### src/rtl/icache_line_prefetcher.sv
// Next-line instruction prefetch buffer between the I-cache refill port and slow
// instruction memory; every demand refill of line A is followed by a prefetch of A+1.
module icache_line_prefetcher #(
   parameter int unsigned LINE_AW = 28,
   parameter int unsigned LINE_W  = 128,
   parameter int unsigned PF_EN   = 1,
   parameter int unsigned CNT_W   = 16
) (
   input  logic               clk,
   input  logic               rst_n,
   input  logic               c_read,
   input  logic [LINE_AW-1:0] c_addr,
   output logic [LINE_W-1:0]  c_rdata,
   output logic               c_ready,
   output logic               mem_read,
   output logic [LINE_AW-1:0] mem_addr,
   input  logic [LINE_W-1:0]  mem_rdata,
   input  logic               mem_ready,
   output logic [CNT_W-1:0]   pf_hits,
   output logic [CNT_W-1:0]   pf_wasted
);

   typedef enum logic [1:0] {IDLE, DEMAND, GAP, PREFETCH} state_t;

   state_t             state, state_nxt;
   logic               mem_read_nxt, c_ready_nxt, c_ready_d;
   logic [LINE_AW-1:0] mem_addr_nxt;
   logic [LINE_W-1:0]  c_rdata_nxt;
   logic               buf_valid, buf_valid_nxt;
   logic [LINE_AW-1:0] buf_tag, buf_tag_nxt;
   logic [LINE_W-1:0]  buf_data, buf_data_nxt;
   logic [LINE_AW-1:0] pf_addr, pf_addr_nxt;
   logic               merge, merge_nxt;
   logic               pend, pend_nxt;
   logic [LINE_AW-1:0] pend_addr, pend_addr_nxt;
   logic               gap_dem, gap_dem_nxt;
   logic [CNT_W-1:0]   hits_nxt, wasted_nxt;
   logic               cr, cr_match;

   function automatic logic [CNT_W-1:0] sat_inc(input logic [CNT_W-1:0] v);
      return (&v) ? v : v + 1'b1;
   endfunction

   // The cache keeps c_read high during the c_ready cycle and the one after it.
   assign cr       = c_read && !c_ready && !c_ready_d;
   assign cr_match = cr && (c_addr == pf_addr);

   always_ff @(posedge clk or negedge rst_n) begin
      if (!rst_n) begin
         state     <= IDLE;
         mem_read  <= 1'b0;
         mem_addr  <= '0;
         c_ready   <= 1'b0;
         c_ready_d <= 1'b0;
         c_rdata   <= '0;
         buf_valid <= 1'b0;
         buf_tag   <= '0;
         buf_data  <= '0;
         pf_addr   <= '0;
         merge     <= 1'b0;
         pend      <= 1'b0;
         pend_addr <= '0;
         gap_dem   <= 1'b0;
         pf_hits   <= '0;
         pf_wasted <= '0;
      end else begin
         state     <= state_nxt;
         mem_read  <= mem_read_nxt;
         mem_addr  <= mem_addr_nxt;
         c_ready   <= c_ready_nxt;
         c_ready_d <= c_ready;
         c_rdata   <= c_rdata_nxt;
         buf_valid <= buf_valid_nxt;
         buf_tag   <= buf_tag_nxt;
         buf_data  <= buf_data_nxt;
         pf_addr   <= pf_addr_nxt;
         merge     <= merge_nxt;
         pend      <= pend_nxt;
         pend_addr <= pend_addr_nxt;
         gap_dem   <= gap_dem_nxt;
         pf_hits   <= hits_nxt;
         pf_wasted <= wasted_nxt;
      end
   end

   always_comb begin
      state_nxt     = state;
      mem_read_nxt  = mem_read;
      mem_addr_nxt  = mem_addr;
      c_ready_nxt   = 1'b0;
      c_rdata_nxt   = c_rdata;
      buf_valid_nxt = buf_valid;
      buf_tag_nxt   = buf_tag;
      buf_data_nxt  = buf_data;
      pf_addr_nxt   = pf_addr;
      merge_nxt     = merge;
      pend_nxt      = pend;
      pend_addr_nxt = pend_addr;
      gap_dem_nxt   = gap_dem;
      hits_nxt      = pf_hits;
      wasted_nxt    = pf_wasted;

      case (state)
         IDLE: begin
            if (cr) begin
               if (buf_valid && (buf_tag == c_addr)) begin
                  c_ready_nxt   = 1'b1;
                  c_rdata_nxt   = buf_data;
                  buf_valid_nxt = 1'b0;
                  hits_nxt      = sat_inc(pf_hits);
                  pf_addr_nxt   = c_addr + 1'b1;
                  gap_dem_nxt   = 1'b0;
                  state_nxt     = GAP;
               end else begin
                  if (buf_valid) wasted_nxt = sat_inc(pf_wasted);
                  buf_valid_nxt = 1'b0;
                  mem_read_nxt  = 1'b1;
                  mem_addr_nxt  = c_addr;
                  state_nxt     = DEMAND;
               end
            end
         end

         DEMAND: begin
            if (mem_ready) begin
               c_ready_nxt  = 1'b1;
               c_rdata_nxt  = mem_rdata;
               mem_read_nxt = 1'b0;
               pf_addr_nxt  = mem_addr + 1'b1;
               gap_dem_nxt  = 1'b0;
               state_nxt    = GAP;
            end
         end

         GAP: begin
            if (gap_dem) begin
               mem_read_nxt = 1'b1;
               mem_addr_nxt = pend_addr;
               gap_dem_nxt  = 1'b0;
               state_nxt    = DEMAND;
            end else if (PF_EN != 0) begin
               mem_read_nxt = 1'b1;
               mem_addr_nxt = pf_addr;
               merge_nxt    = 1'b0;
               pend_nxt     = 1'b0;
               state_nxt    = PREFETCH;
            end else begin
               state_nxt = IDLE;
            end
         end

         PREFETCH: begin
            if (cr_match) begin
               merge_nxt = 1'b1;
            end else if (cr) begin
               pend_nxt      = 1'b1;
               pend_addr_nxt = c_addr;
            end
            // The issued read always runs to completion; the request is resolved afterwards.
            if (mem_ready) begin
               mem_read_nxt = 1'b0;
               merge_nxt    = 1'b0;
               pend_nxt     = 1'b0;
               if (merge || cr_match) begin
                  c_ready_nxt = 1'b1;
                  c_rdata_nxt = mem_rdata;
                  hits_nxt    = sat_inc(pf_hits);
                  pf_addr_nxt = pf_addr + 1'b1;
                  gap_dem_nxt = 1'b0;
                  state_nxt   = GAP;
               end else if (pend || cr) begin
                  wasted_nxt  = sat_inc(pf_wasted);
                  gap_dem_nxt = 1'b1;
                  state_nxt   = GAP;
               end else begin
                  buf_data_nxt  = mem_rdata;
                  buf_tag_nxt   = pf_addr;
                  buf_valid_nxt = 1'b1;
                  state_nxt     = IDLE;
               end
            end
         end

         default: state_nxt = IDLE;
      endcase
   end

endmodule
### config.mk
export PLATFORM = sky130hd
export DESIGN_NAME = icache_line_prefetcher
export DESIGN_NICKNAME = d
export VERILOG_FILES = /design/src/rtl/icache_line_prefetcher.sv
export SDC_FILE = /design/constraint.sdc
export NUM_CORES = 1
export LEC_CHECK = 0
export CAP_MARGIN = 0
export CORE_MARGIN = 5
export CORE_UTILIZATION = 30
export CTS_BUF_LIST = sky130_fd_sc_hd__clkbuf_16
export DETAILED_ROUTE_END_ITERATION = 12
export GPL_TIMING_DRIVEN = 0
export PLACE_DENSITY = 0.53
export SYNTH_ARGS = -nofsm -noshare
export SYNTH_HDL_FRONTEND = slang
export SYNTH_SLANG_ARGS = --single-unit
### constraint.sdc
create_clock -name clk -period 8.05 [get_ports clk]
set_input_delay 2.415 -clock clk [delete_from_list [all_inputs] [get_ports clk]]
set_output_delay 2.415 -clock clk [all_outputs]
set_load 0.02 [all_outputs]
* After elaboration in Yosys (flattened, before gate mapping)
Index checks and enable logic that the tools add are counted.
Storage, ports and cells: input port bits 160, bits in registers 409, word-level logic and storage cells 140, output and inout port bits 190
Operators by class: mux-type cells 67, reduce and logical (&&, ||, !) cells 28, equality and inequality tests 21, bitwise gates (word level) 3, add/subtract/negate cells 5
Operators with widths (count):
- 2-to-1 mux 128 bit | 5
- case mux 128 bit (3 select lines) | 1
- 2-to-1 mux 28 bit | 8
- 2-to-1 mux 16 bit | 12
- adder 28 x 1 -> 28 bit (second input constant) | 3
- case mux 28 bit (3 select lines) | 1
- case mux 16 bit (2 select lines) | 2
- equality test 28 bit | 2
- case mux 28 bit (2 select lines) | 1
- adder 16 x 1 -> 16 bit (second input constant) | 2
- AND reduction 16 bit | 2
- 2-to-1 mux 1 bit | 23
- != test 2 bit (second input constant) | 11
- AND reduction 3 bit | 5
- AND reduction 5 bit | 3
- 2-to-1 mux 2 bit | 7
- != test 3 bit (second input constant) | 4
- case mux 2 bit (4 select lines) | 1
- AND reduction 4 bit | 2
- AND reduction 7 bit | 1
- case mux 1 bit (2 select lines) | 3
- case mux 1 bit (3 select lines) | 2
- AND reduction 6 bit | 1
- nonzero test 2 bit | 3
- other kinds (11) | 19

* Logic depth before layout (Yosys ltp)
depth after elaboration 8, depth in mapped cells 13

* Worst setup path before layout
OpenSTA, ideal clock, no wires.
path type input to register, start point input port c_addr[3], end point register pf_addr[27], buffers on the path 1, arrival 4472 ps, stages 8, setup slack 3446 ps, library setup time 132 ps, path through or3b_1 a222oi_1 or3b_1 or3_1 buf_6 nor3_4 xor2_1 o21ai_1
On the way: longest elaborated chain between the ends 5, elaborated cells between the ends (all ways) 12, classes of those cells 1 x add/sub; 4 x eq/ne; 3 x mux; 4 x reduce/logical
Ends and longest elaborated chain:
- start: declaration | RTL line 12 | input logic [LINE_AW-1:0] c_addr,
- parallel branches: the longest is 5 deep, another holds adder 28 x 1 -> 28 bit
- end signal: assignment | RTL line 76 | pf_addr <= pf_addr_nxt;
- end: declaration | RTL line 32 | logic [LINE_AW-1:0] pf_addr, pf_addr_nxt;
Several ways; the timed one is not identified. The select of a mux whose other input is x is not followed. A chain may end at the register's enable or synchronous reset.

* Final worst setup path
start point input port c_addr[0], end point register c_rdata[100]
On the way: longest elaborated chain between the ends 5, elaborated cells between the ends (all ways) 8, classes of those cells 4 x eq/ne; 4 x reduce/logical
Ends and longest elaborated chain:
- equality test 28 bit | RTL line 46 | assign cr_match = cr && (c_addr == pf_addr);
- logical AND 1 bit | RTL line 46
- logical OR 1 bit | RTL line 164 | if (merge || cr_match) begin
- != test 2 bit (no source line)
- AND reduction 6 bit (no source line) *
- end signal: assignment | RTL line 72 | c_rdata <= c_rdata_nxt;
- end: declaration | RTL line 13 | output logic [LINE_W-1:0] c_rdata,
Mark *: on every way between the ends. The rest lies on a longest branch, timed or not.

==> metrics.csv <==
metric,value,unit
gr-usage-met2,28.75,%
yosysTopAreaCell,dfrtp_1,
dieArea,68030,um^2
final_util,40.03,%
grtUsageMet1,21.98,%
start_kind,primary input,
async_flop_share,100.0,%
yosysMostFrequentCell,dfrtp_1,
cts-root-buf,clkbuf_16,
status,"complete, no violations",
cts_hold_buf,0,
synth_common_cells,"dfrtp_1, mux2_2, nand2_1, mux2i_1, o21ai_0",
syn_inst,1623,
synthTopCellsByArea,"dfrtp_1, mux2_2, mux2i_1",
hold_viol,0,
gr-usage-all-layers,17.59,%
fin_nets,2195,
die_height,260.8,um
required,8.49,ns
routed_wl,61050,um
clk_latency,0.60,ns
path_max_fanout,10,
ys_seq_area_share,54.23,%
tritoncts,built,
cts_setup_buffers,0,
yosysWarnings,0,
drive_gt1_share,14.80,%
start_util,30.08,%
htreeDepth,2,
wl_per_cell,20.91,um
p_leak,0.01097,uW
fin_crit,6.172,ns
synth_cell_type_count,52,
slew_viol_final,0,
hp-class,register to register,
row_count,92,
antenna_left,0,
core_area,62740,um^2
avgSynthCellArea,11.63,um^2
synth_edf_count,0,
fin_skew,0.02581,ns
drt_iter0_drc,660,
ys.flop_type,dfrtp_1,
io_buffers,349,
tightest_slew,1.125,ns
drc,0,
grt_pass1_vias,15010,
drt_first_pass_iters,5,
cap_violations,0,
vias,14150,
total_power,10740,uW
fin_crit_sh,76.66,%
chipWidth,260.8,um
place_ws,1.121,ns
ctsResizeCount,0,
critPathArrivalTime,6.62,ns
p_per_area,427.7,nW/um^2
cts.sinks,409,
synth_top_area_share,54.23,%
setup_viol,0,
rsz0062_at_grt,false,
num-fill-cells,5975,
vias_per_cell,4.844,
cts_inserted_buffers,50,
grt_max_degree,116,
grt_first_pass_wirelength,93050,um
ir_drop,0.1810,mV
end_kind,register,
path_class,primary input to register,
place_congestion,0.8737,
clk_path_buf_depth,3,
slew_headroom,25.03,%
ys_ff_latch,409,
grt_busiest_layer,met2,
netlist_area,18870,um^2
clkTransAtPathRegs,0.06,ns
area_delta_synth_final,33.06,%
timing.fmax,0.1620,GHz
grt_use_met3,6.918,%
ios,350,
syn-num-nets,1791,
dp_hpwl,44010,um
antenna_found_initial,14,
timing.final.ws_setup,1.878,ns
grt_overflow_total,0,
power breakdown:
| part | internal (uW) | switching [uW] |
|---|---|---|
| combinational | 2180 | 2710 |
| sequential | 3010 | 661 |
| clock | 1260 | 923 |
cells in the final DEF (no fill, tap or decap), types with 8 or more instances in the layout:
master | synthesis | final
dfrtp_1 | 409 | 409
nor4_1 | 13 | 13
nand3_1 | 20 | 20
inv_1 | 10 | 22
clkinv_1 | 0 | 12
xor2_1 | 66 | 66
o21ai_0 | 145 | 145
nand4_1 | 13 | 13
xnor2_1 | 44 | 44
mux2_2 | 217 | 217
o21ai_1 | 16 | 16
a22o_1 | 25 | 25
nor3_1 | 26 | 26
nand2_1 | 181 | 181
ha_1 | 8 | 8
mux2i_1 | 156 | 156
clkbuf_16 | 0 | 50
a21oi_1 | 52 | 52
nor2_1 | 49 | 49
clkdlybuf4s50_1 | 0 | 348
clkbuf_1 | 83 | 83
clkinv_2 | 0 | 10
flip-flops by register name (all words and copies together) (netlist names):
signal     flops
pend_addr     28
state          2
pend           1
gap_dem        1
c_rdata      128
pf_hits       16
mem_read       1
buf_valid      1
buf_data     128
pf_addr       28
pf_wasted     16
merge          1
c_ready_d      1
buf_tag       28
c_ready        1
mem_addr      28
metrics by stage:
stage / TNS (ns) / hold slack [ns] / cells / instance area (um^2)
floorplan: 0 / 0.4792 / 1623 / 18870
global placement: -5760.26 / 0.4363 / 2818 / 23430
detailed placement: 0 / 0.4420 / 2821 / 23510
CTS: 0 / 0.4553 / 2913 / 25100
global route: 0 / 0.4709 / 2913 / 25100
finish: 0 / 0.4474 / 2920 / 25110
critical path, cell delays in order:
cell and delay [ns]:
clkdlybuf4s50_1 0.55, xor2_1 0.22, nor4_1 0.77, nand4_1 0.33, o21a_1 0.35, a2111o_1 0.48
buf_2 0.27, clkbuf_1 0.48, clkbuf_1 0.47, nand2_1 0.16, o21ai_0 0.10
metal layers:
layer | part of all wire, % | vias up
met5 | 0.16 | -
li1 | - | 6546
met3 | 8.7 | 92
met1 | 42 | 7113
met2 | 47 | 380
met4 | 2.2 | 14
worst paths after layout:
| kind | end | cells after the start | startpoint | slack (ns) |
|---|---|---|---|---|
| worst max-delay path | c_rdata[100] | 11 | c_addr[0] | 1.88 |
| worst min-delay path | c_ready_d | 0 | c_ready | 0.45 |
| worst max register to register | c_rdata[100] | 10 | state[1] | 3.59 |
| worst min register to register | c_ready_d | 0 | c_ready | 0.45 |
| max in group asynchronous | c_rdata[49] | 3 | rst_n | 4.60 |
| min in group asynchronous | buf_tag[5] | 1 | rst_n | 1.84 |
cell families (layout without fill, tap and decap cells):
family          after synthesis  after routing  share of synthesized area (%)
buf+inv                     109            553                          2.327
other cells                   0              7                              0
flops                       409            409                          54.23
fa+ha+maj                     8              8                         0.5304
xor+xnor                    110            110                          5.105
simple gates                353            353                          8.791
compound gates              261            261                          7.796
mux                         373            373                          21.22
final cells by class:
class	instances	area, um^2	area share (%)
Antenna cell	7	17.52	0.06975
Buffer	99	401.6	1.599
Clock buffer	50	1251	4.982
Clock inverter	42	331.6	1.320
Inverter	10	37.54	0.1495
Multi-Input combinational cell	1105	8199	32.65
Sequential cell	409	10230	40.76
Tap cell	846	1059	4.215
Timing Repair Buffer	352	3581	14.26
No activity file was read; power rests on OpenSTA's default activity.
